--- src/rtl/bus_pkg.sv ---
// Shared definitions for the data bus switch (daten_bus_weiche).
// Holds the I/O access FSM state encoding and the address-bit positions
// used to decode CPU data-bus accesses into RAM, output and input space.
package bus_pkg;

  // I/O access sequencer states
  typedef enum logic [1:0] {
    BEREIT  = 2'd0,  // idle, RAM accesses pass straight through
    WARTEN  = 2'd1,  // counting I/O wait cycles
    ANTWORT = 2'd2   // handshake to the CPU held until requests drop
  } zustand_t;

  // Address decoding
  localparam int IO_BIT      = 31;  // 1 = I/O space, 0 = RAM
  localparam int EINGANG_BIT = 30;  // within I/O: 1 = input channels, 0 = output registers
  localparam int KANAL_LSB   = 0;   // channel number field
  localparam int KANAL_W     = 4;

endpackage

--- src/rtl/io_kanal_register.sv ---
// One I/O channel of the data bus switch.
// Ports:
//   Clock, Reset      system clock, synchronous active-high reset
//   SchreibFreigabe   one-cycle write strobe for the output register
//   SchreibWert       value loaded into the output register
//   Eingang           asynchronous input pins of this channel
//   Ausgang           output register
//   EingangSync       input after the two-stage synchroniser
module io_kanal_register
  import bus_pkg::*;
#(
  parameter int               BREITE     = 8,
  parameter logic [BREITE-1:0] RESET_WERT = '0
) (
  input  logic              Clock,
  input  logic              Reset,
  input  logic              SchreibFreigabe,
  input  logic [BREITE-1:0] SchreibWert,
  input  logic [BREITE-1:0] Eingang,
  output logic [BREITE-1:0] Ausgang,
  output logic [BREITE-1:0] EingangSync
);

  logic [BREITE-1:0] eingangSync_p0;
  logic [BREITE-1:0] eingangSync_p1;

  // Output register and two flip-flop synchroniser stages
  always_ff @(posedge Clock) begin
    if (Reset) begin
      Ausgang        <= RESET_WERT;
      eingangSync_p0 <= '0;
      eingangSync_p1 <= '0;
    end else begin
      if (SchreibFreigabe) Ausgang <= SchreibWert;
      eingangSync_p0 <= Eingang;
      eingangSync_p1 <= eingangSync_p0;
    end
  end

  assign EingangSync = eingangSync_p1;

endmodule

--- src/rtl/daten_bus_weiche.sv ---
// Data bus switch: routes CPU data accesses either to RAM (combinational
// pass-through) or to a bank of memory-mapped I/O channels handled by a
// small FSM with configurable wait cycles.
// Ports:
//   Clock, Reset                           clock, synchronous active-high reset
//   LeseDaten, SchreibeDaten               CPU read / write request levels
//   DatenAdresse, DatenRaus                CPU word address and write data
//   CPUDatenRein                           read data to the CPU
//   CPUDatenGeladen, CPUDatenGespeichert   read / write completion to the CPU
//   RAMLeseDaten, RAMSchreibeDaten         RAM requests
//   RAMDatenRein, RAMDatenGeladen,
//   RAMDatenGespeichert                    RAM response
//   Ausgang                                output channel registers (flattened)
//   Eingang                                asynchronous input channels (flattened)
module daten_bus_weiche
  import bus_pkg::*;
#(
  parameter int          KANAELE     = 4,
  parameter int          BREITE      = 8,
  parameter int          FALTMODUS   = 1,
  parameter int          WARTEZYKLEN = 1,
  parameter logic [31:0] RESET_WERT  = 32'd0
) (
  input  logic                      Clock,
  input  logic                      Reset,
  input  logic                      LeseDaten,
  input  logic                      SchreibeDaten,
  input  logic [31:0]               DatenAdresse,
  input  logic [31:0]               DatenRaus,
  output logic [31:0]               CPUDatenRein,
  output logic                      CPUDatenGeladen,
  output logic                      CPUDatenGespeichert,
  output logic                      RAMLeseDaten,
  output logic                      RAMSchreibeDaten,
  input  logic [31:0]               RAMDatenRein,
  input  logic                      RAMDatenGeladen,
  input  logic                      RAMDatenGespeichert,
  output logic [KANAELE*BREITE-1:0] Ausgang,
  input  logic [KANAELE*BREITE-1:0] Eingang
);

  localparam logic [3:0] ZAEHL_ENDE = (WARTEZYKLEN == 0) ? 4'd0 : 4'(WARTEZYKLEN - 1);

  // In fold mode the four bytes are OR-ed together, so a byte store from the
  // CPU lands on the channel whatever its byte lane.
  function automatic logic [BREITE-1:0] schreibWertBilden(input logic [31:0] d);
    logic [7:0]  oder;
    logic [31:0] breit;
    oder  = d[31:24] | d[23:16] | d[15:8] | d[7:0];
    breit = (FALTMODUS != 0) ? {24'd0, oder} : d;
    return breit[BREITE-1:0];
  endfunction

  zustand_t               zustand;
  logic [3:0]             zaehler;
  logic [KANAL_W-1:0]     kanalReg;
  logic                   eingangSelReg;
  logic                   istSchreibenReg;
  logic [BREITE-1:0]      wertReg;
  logic [31:0]            ioDaten;
  logic                   ioGeladen;
  logic                   ioGespeichert;

  logic                   ioAnfrage;
  logic                   ramDurchgang;
  logic                   eintritt;
  logic [KANAL_W-1:0]     opKanal;
  logic                   opEingang;
  logic                   opSchreiben;
  logic [BREITE-1:0]      opWert;
  logic [31:0]            leseWert;
  logic [KANAELE*BREITE-1:0] eingangSync;
  logic                   unusedAdressBits;

  assign unusedAdressBits = ^DatenAdresse[EINGANG_BIT-1:KANAL_LSB+KANAL_W];

  assign ioAnfrage    = (LeseDaten | SchreibeDaten) & DatenAdresse[IO_BIT];
  assign ramDurchgang = (zustand == BEREIT) & ~DatenAdresse[IO_BIT];

  // With zero wait cycles the access completes on the request edge itself,
  // so the operation comes straight from the bus; otherwise from the latch.
  always_comb begin
    opKanal     = kanalReg;
    opEingang   = eingangSelReg;
    opSchreiben = istSchreibenReg;
    opWert      = wertReg;
    eintritt    = 1'b0;
    if (zustand == BEREIT) begin
      opKanal     = DatenAdresse[KANAL_LSB +: KANAL_W];
      opEingang   = DatenAdresse[EINGANG_BIT];
      opSchreiben = SchreibeDaten;
      opWert      = schreibWertBilden(DatenRaus);
      eintritt    = ioAnfrage && (WARTEZYKLEN == 0);
    end else if (zustand == WARTEN) begin
      eintritt    = (zaehler == ZAEHL_ENDE);
    end
  end

  // Channels beyond KANAELE have no register and read as zero
  always_comb begin
    leseWert = 32'd0;
    for (int i = 0; i < KANAELE; i++) begin
      if (opKanal == 4'(i)) begin
        leseWert = opEingang ? 32'(eingangSync[i*BREITE +: BREITE])
                             : 32'(Ausgang[i*BREITE +: BREITE]);
      end
    end
  end

  for (genvar i = 0; i < KANAELE; i++) begin : gKanal
    io_kanal_register #(
      .BREITE     (BREITE),
      .RESET_WERT (RESET_WERT[BREITE-1:0])
    ) uKanal (
      .Clock           (Clock),
      .Reset           (Reset),
      .SchreibFreigabe (eintritt & opSchreiben & (opKanal == 4'(i))),
      .SchreibWert     (opWert),
      .Eingang         (Eingang[i*BREITE +: BREITE]),
      .Ausgang         (Ausgang[i*BREITE +: BREITE]),
      .EingangSync     (eingangSync[i*BREITE +: BREITE])
    );
  end

  // Request latch: captures the access when it is accepted in BEREIT
  always_ff @(posedge Clock) begin
    if (zustand == BEREIT && ioAnfrage) begin
      kanalReg        <= DatenAdresse[KANAL_LSB +: KANAL_W];
      eingangSelReg   <= DatenAdresse[EINGANG_BIT];
      istSchreibenReg <= SchreibeDaten;
      wertReg         <= schreibWertBilden(DatenRaus);
    end
  end

  // Access sequencer with registered handshakes
  always_ff @(posedge Clock) begin
    if (Reset) begin
      zustand       <= BEREIT;
      zaehler       <= 4'd0;
      ioDaten       <= 32'd0;
      ioGeladen     <= 1'b0;
      ioGespeichert <= 1'b0;
    end else if (eintritt) begin
      zustand       <= ANTWORT;
      zaehler       <= 4'd0;
      ioGespeichert <= opSchreiben;
      ioGeladen     <= ~opSchreiben;
      if (!opSchreiben) ioDaten <= leseWert;
    end else begin
      case (zustand)
        BEREIT: begin
          if (ioAnfrage) begin
            zustand <= WARTEN;
            zaehler <= 4'd0;
          end
        end
        WARTEN: zaehler <= zaehler + 4'd1;
        ANTWORT: begin
          if (!LeseDaten && !SchreibeDaten) begin
            zustand       <= BEREIT;
            ioGeladen     <= 1'b0;
            ioGespeichert <= 1'b0;
          end
        end
        default: zustand <= BEREIT;
      endcase
    end
  end

  assign RAMLeseDaten        = ramDurchgang & LeseDaten;
  assign RAMSchreibeDaten    = ramDurchgang & SchreibeDaten;
  assign CPUDatenRein        = ramDurchgang ? RAMDatenRein        : ioDaten;
  assign CPUDatenGeladen     = ramDurchgang ? RAMDatenGeladen     : ioGeladen;
  assign CPUDatenGespeichert = ramDurchgang ? RAMDatenGespeichert : ioGespeichert;

endmodule

--- config.mk ---
export PLATFORM = sky130hd
export DESIGN_NAME = daten_bus_weiche
export DESIGN_NICKNAME = d
export VERILOG_FILES = /design/src/rtl/bus_pkg.sv /design/src/rtl/io_kanal_register.sv /design/src/rtl/daten_bus_weiche.sv
export SDC_FILE = /design/constraint.sdc
export NUM_CORES = 1
export LEC_CHECK = 0
export ABC_AREA = 1
export CAP_MARGIN = 5
export CORE_ASPECT_RATIO = 1.5
export CORE_MARGIN = 1.5
export CORE_UTILIZATION = 45
export CTS_CLUSTER_DIAMETER = 40
export DETAILED_ROUTE_END_ITERATION = 7
export PLACE_DENSITY = 0.84
export SYNTH_ARGS = -nofsm -noshare
export SYNTH_HDL_FRONTEND = slang
export SYNTH_HIERARCHICAL = 1
export SYNTH_SLANG_ARGS = --single-unit
--- constraint.sdc ---
create_clock -name Clock -period 2 [get_ports Clock]
set_input_delay 0.2 -clock Clock [delete_from_list [all_inputs] [get_ports Clock]]
set_output_delay 0.2 -clock Clock [all_outputs]
set_load 0.02 [all_outputs]
==> summary.txt <==
Timing
  • Fin worst setup slack: 0.07575 ns
  • Slew Limit Fails: 0
  • Worst Tran Pin Value: 0.3681 ns
  • Final worst clock skew: 0.006463 ns
  • Final Critical Period: 1.924 ns
  • Finish-stage setup viols: 0
  • RSZ-0062 raised after global routing: false
  • Post-route clock period utilization: 96.21%
  • Hold_ws: 0.2049 ns
  • Worst rel slew slack: 75.40%
  • Max Freq: 519.7 MHz
  • Final hold vios: 0

Route
  • WL met1: 5198 um
  • Highest routed metal layer: met4
  • Vias per cell: 4.477
  • Detailed Route WL: 14300 um
  • TritonRoute pass-1 iters: 5
  • Antenna Nets Post-Route: 0
  • DRC errors left: 0
  • Routed len/inst: 12.50 um
  • DR iter-0 viols: 288
  • Met2 routed WL: 7354 um
  • DR vias: 5122
  • Routed length on met3: 1106 um

Logic synthesis
  • Synth area leader: dfxtp_1
  • Number of enable flip-flop cells after synthesis: 14
  • Commonest cells post-synth: 239 x nand2_1, 176 x nor2_1, 138 x inv_1
  • Netlist cell types: 27
  • Yosys warnings: 6
  • Synth top area cells: dfxtp_1 40%, nand2_1 16%, nor2_1 12%
  • Post-synth top area share: 39.80%
  • Synth async-reset ratio: 0%
  • Count leader, synth: nand2_1
  • Main flop type after synthesis: dfxtp_1
  • Post-Syn Area: 5633 um2
  • Count of state elements after synthesis: 126
  • Synth Instances: 795
  • Sequential fraction of the synthesis area: 47.27%
  • Avg Cell Area, Syn: 7.085 um2
  • Syn_nets: 931

Status
  • Status: finished clean

Run
  • Maxcap violations: 0

GRT
  • Initial antenna violation count: 0
  • First-pass GRT wire length: 22840 um
  • GR Overflow Total: 0
  • Tot GR Track Use: 22.33%
  • Largest net degree at the start of global routing: 72
  • Vias in the first global route: 4950

CTS
  • Hold_buf cts: 0
  • Post-CTS setup buffers: 0
  • Root Buffer: clkbuf_16
  • Sink Count: 126
  • TritonCTS Buffers: 17
  • Clk buf depth: 2
  • Worst-path clk slew: 0.06 ns
  • Htree depth: 4
  • TritonCTS clock tree: done
  • Post-CTS Resized: 37
  • Worst-Skew Late Latency: 0.41 ns

Pwr
  • Sw Ratio: 27.28%
  • Internal: 0.005232 W
  • Pleak: 3.997 nW
  • Overall Power: 0.007194 W
  • Flop pwr share: 38.0%
  • PwrDens: 894.3 nW/um2
  • Gate power share: 19.6%
  • Max VDD drop: 0.6039 mV
  • P_sw: 0.001962 W
  • Clock network fraction of total power: 42.4%

Placement
  • Hpwl dp: 10370 um
  • Placed cells: 1112
  • IO buf count: 175
  • RD Place Congestion: 0.8553
  • Worst slack, placed: -0.07426 ns

Critical path
  • Arr. time, crit path: 1.72 ns
  • CP Class: register to primary output
  • Data required, critical path: 1.80 ns
  • Startpoint Class: register
  • CP endpoint kind: primary output
  • CP Max Fanout: 21

Layout
  • Non-Filler Instances: 1144
  • Share of cells above drive strength 1: 8.981%
  • Synthesis-to-layout area growth: 42.80%
  • Final Util: 66.60%
  • Antenna cell count: 0
  • Number of fill cells: 1034
  • Layout Nets: 1114

Floorplanning
  • Die Y: 140.0 um
  • Io pins: 202
  • Die W: 94.35 um
  • Starting density of the core: 46.64%
  • Die area: 13210 um2
  • Rows: 49
  • CORE AREA: 12080 um2

Min path
  • HP Class: primary input to register
[cell families (layout without fill, tap and decap cells)]
family          after synthesis  count (layout)  synth area share, %
flops                       126             126                47.27
fa+ha+maj                     2               2               0.4442
simple gates                463             463                33.72
mux                          10              10                1.999
buf+inv                     172             368                14.39
compound gates               22              22                2.177
[per-layer routing]
metal,GRT usage (%),vias up
met5,0,-
met4,12.25,0
met3,5.972,40
met2,40.86,184
met1,22.21,2212
li1,-,2686
[power by group through the flow]
stage                     Clock (W)  Sequential, W  Combinational (W)
final                       0.00305        0.00273            0.00141
after global routing        0.00321        0.00274            0.00155
after CTS                   0.00308        0.00273            0.00141
after detailed placement          0        0.00278            0.00145
after global placement            0        0.00278            0.00143
after floorplan                   0        0.00278           0.000845
[critical path, cell delays in order (launching register included)]
cell,delay [ns]
dfxtp_1,0.33
nor2_4,0.18
nand2_8,0.14
mux2_1,0.33
dlygate4sd2_1,0.32
[per-stage QoR]
stage	area, um2	TNS [ns]
2_1_floorplan	5633	0
3_5_place_dp	7476	-0.7267
4_1_cts	8039	0
6_report	8044	0
5_1_grt	8044	0
3_3_place_gp	7476	-0.4049
[sequential cells by signal, indices dropped and copies added (netlist names)]
signal and cells:
gKanal.uKanal/EingangSync 32, wertReg 8, ioDaten 8, gKanal.uKanal/eingangSync_p0 32, kanalReg 4, ioGeladen 1, eingangSelReg 1, gKanal.uKanal/Ausgang 32
istSchreibenReg 1, ioGespeichert 1, zustand 2, zaehler 4
[final timing paths]
check | startpoint | cells past startpoint | slack (ns) | endpoint
worst max-delay path | zustand[1]$_SDFFE_PP0P_ | 4 | 0.08 | CPUDatenRein[6]
worst min register to register | gKanal[2].uKanal/eingangSync_p0[3]$_SDFF_PP0_ | 2 | 0.39 | gKanal[2].uKanal/EingangSync[3]$_SDFF_PP0_
worst min-delay path | Reset | 4 | 0.20 | ioDaten[0]$_SDFFE_PP0P_
worst max register to register | zustand[1]$_SDFFE_PP0P_ | 10 | 0.19 | gKanal[3].uKanal/Ausgang[6]$_SDFFE_PP0P_
[area by class of cell]
cell class,count,area (um2),share of cell area (%)
Tap cell,153,191.4,2.380
Multi-Input combinational cell,497,2171,26.99
Clock inverter,9,107.6,1.338
Sequential cell,126,2664,33.12
Inverter,144,550.5,6.844
Clock buffer,23,489.2,6.082
Timing Repair Buffer,192,1871,23.25
[cells in the final DEF, fill, tap and decap left out, types with 3 or more instances in the layout]
cell type	instances
nand3_1	10
inv_4	4
dlygate4sd2_1	35
edfxtp_1	14
nor2_1	176
inv_1	138
mux2_2	8
o21ai_0	10
dfxtp_1	111
clkbuf_16	18
nor2_4	7
or4_1	8
clkdlybuf4s50_1	138
nor3_1	5
nor2_2	4
clkbuf_1	3
nand2_2	11
buf_4	14
nand2_1	238
buf_12	3
a21oi_1	6
clkinv_2	3
Power figures use the tool's default switching activity.
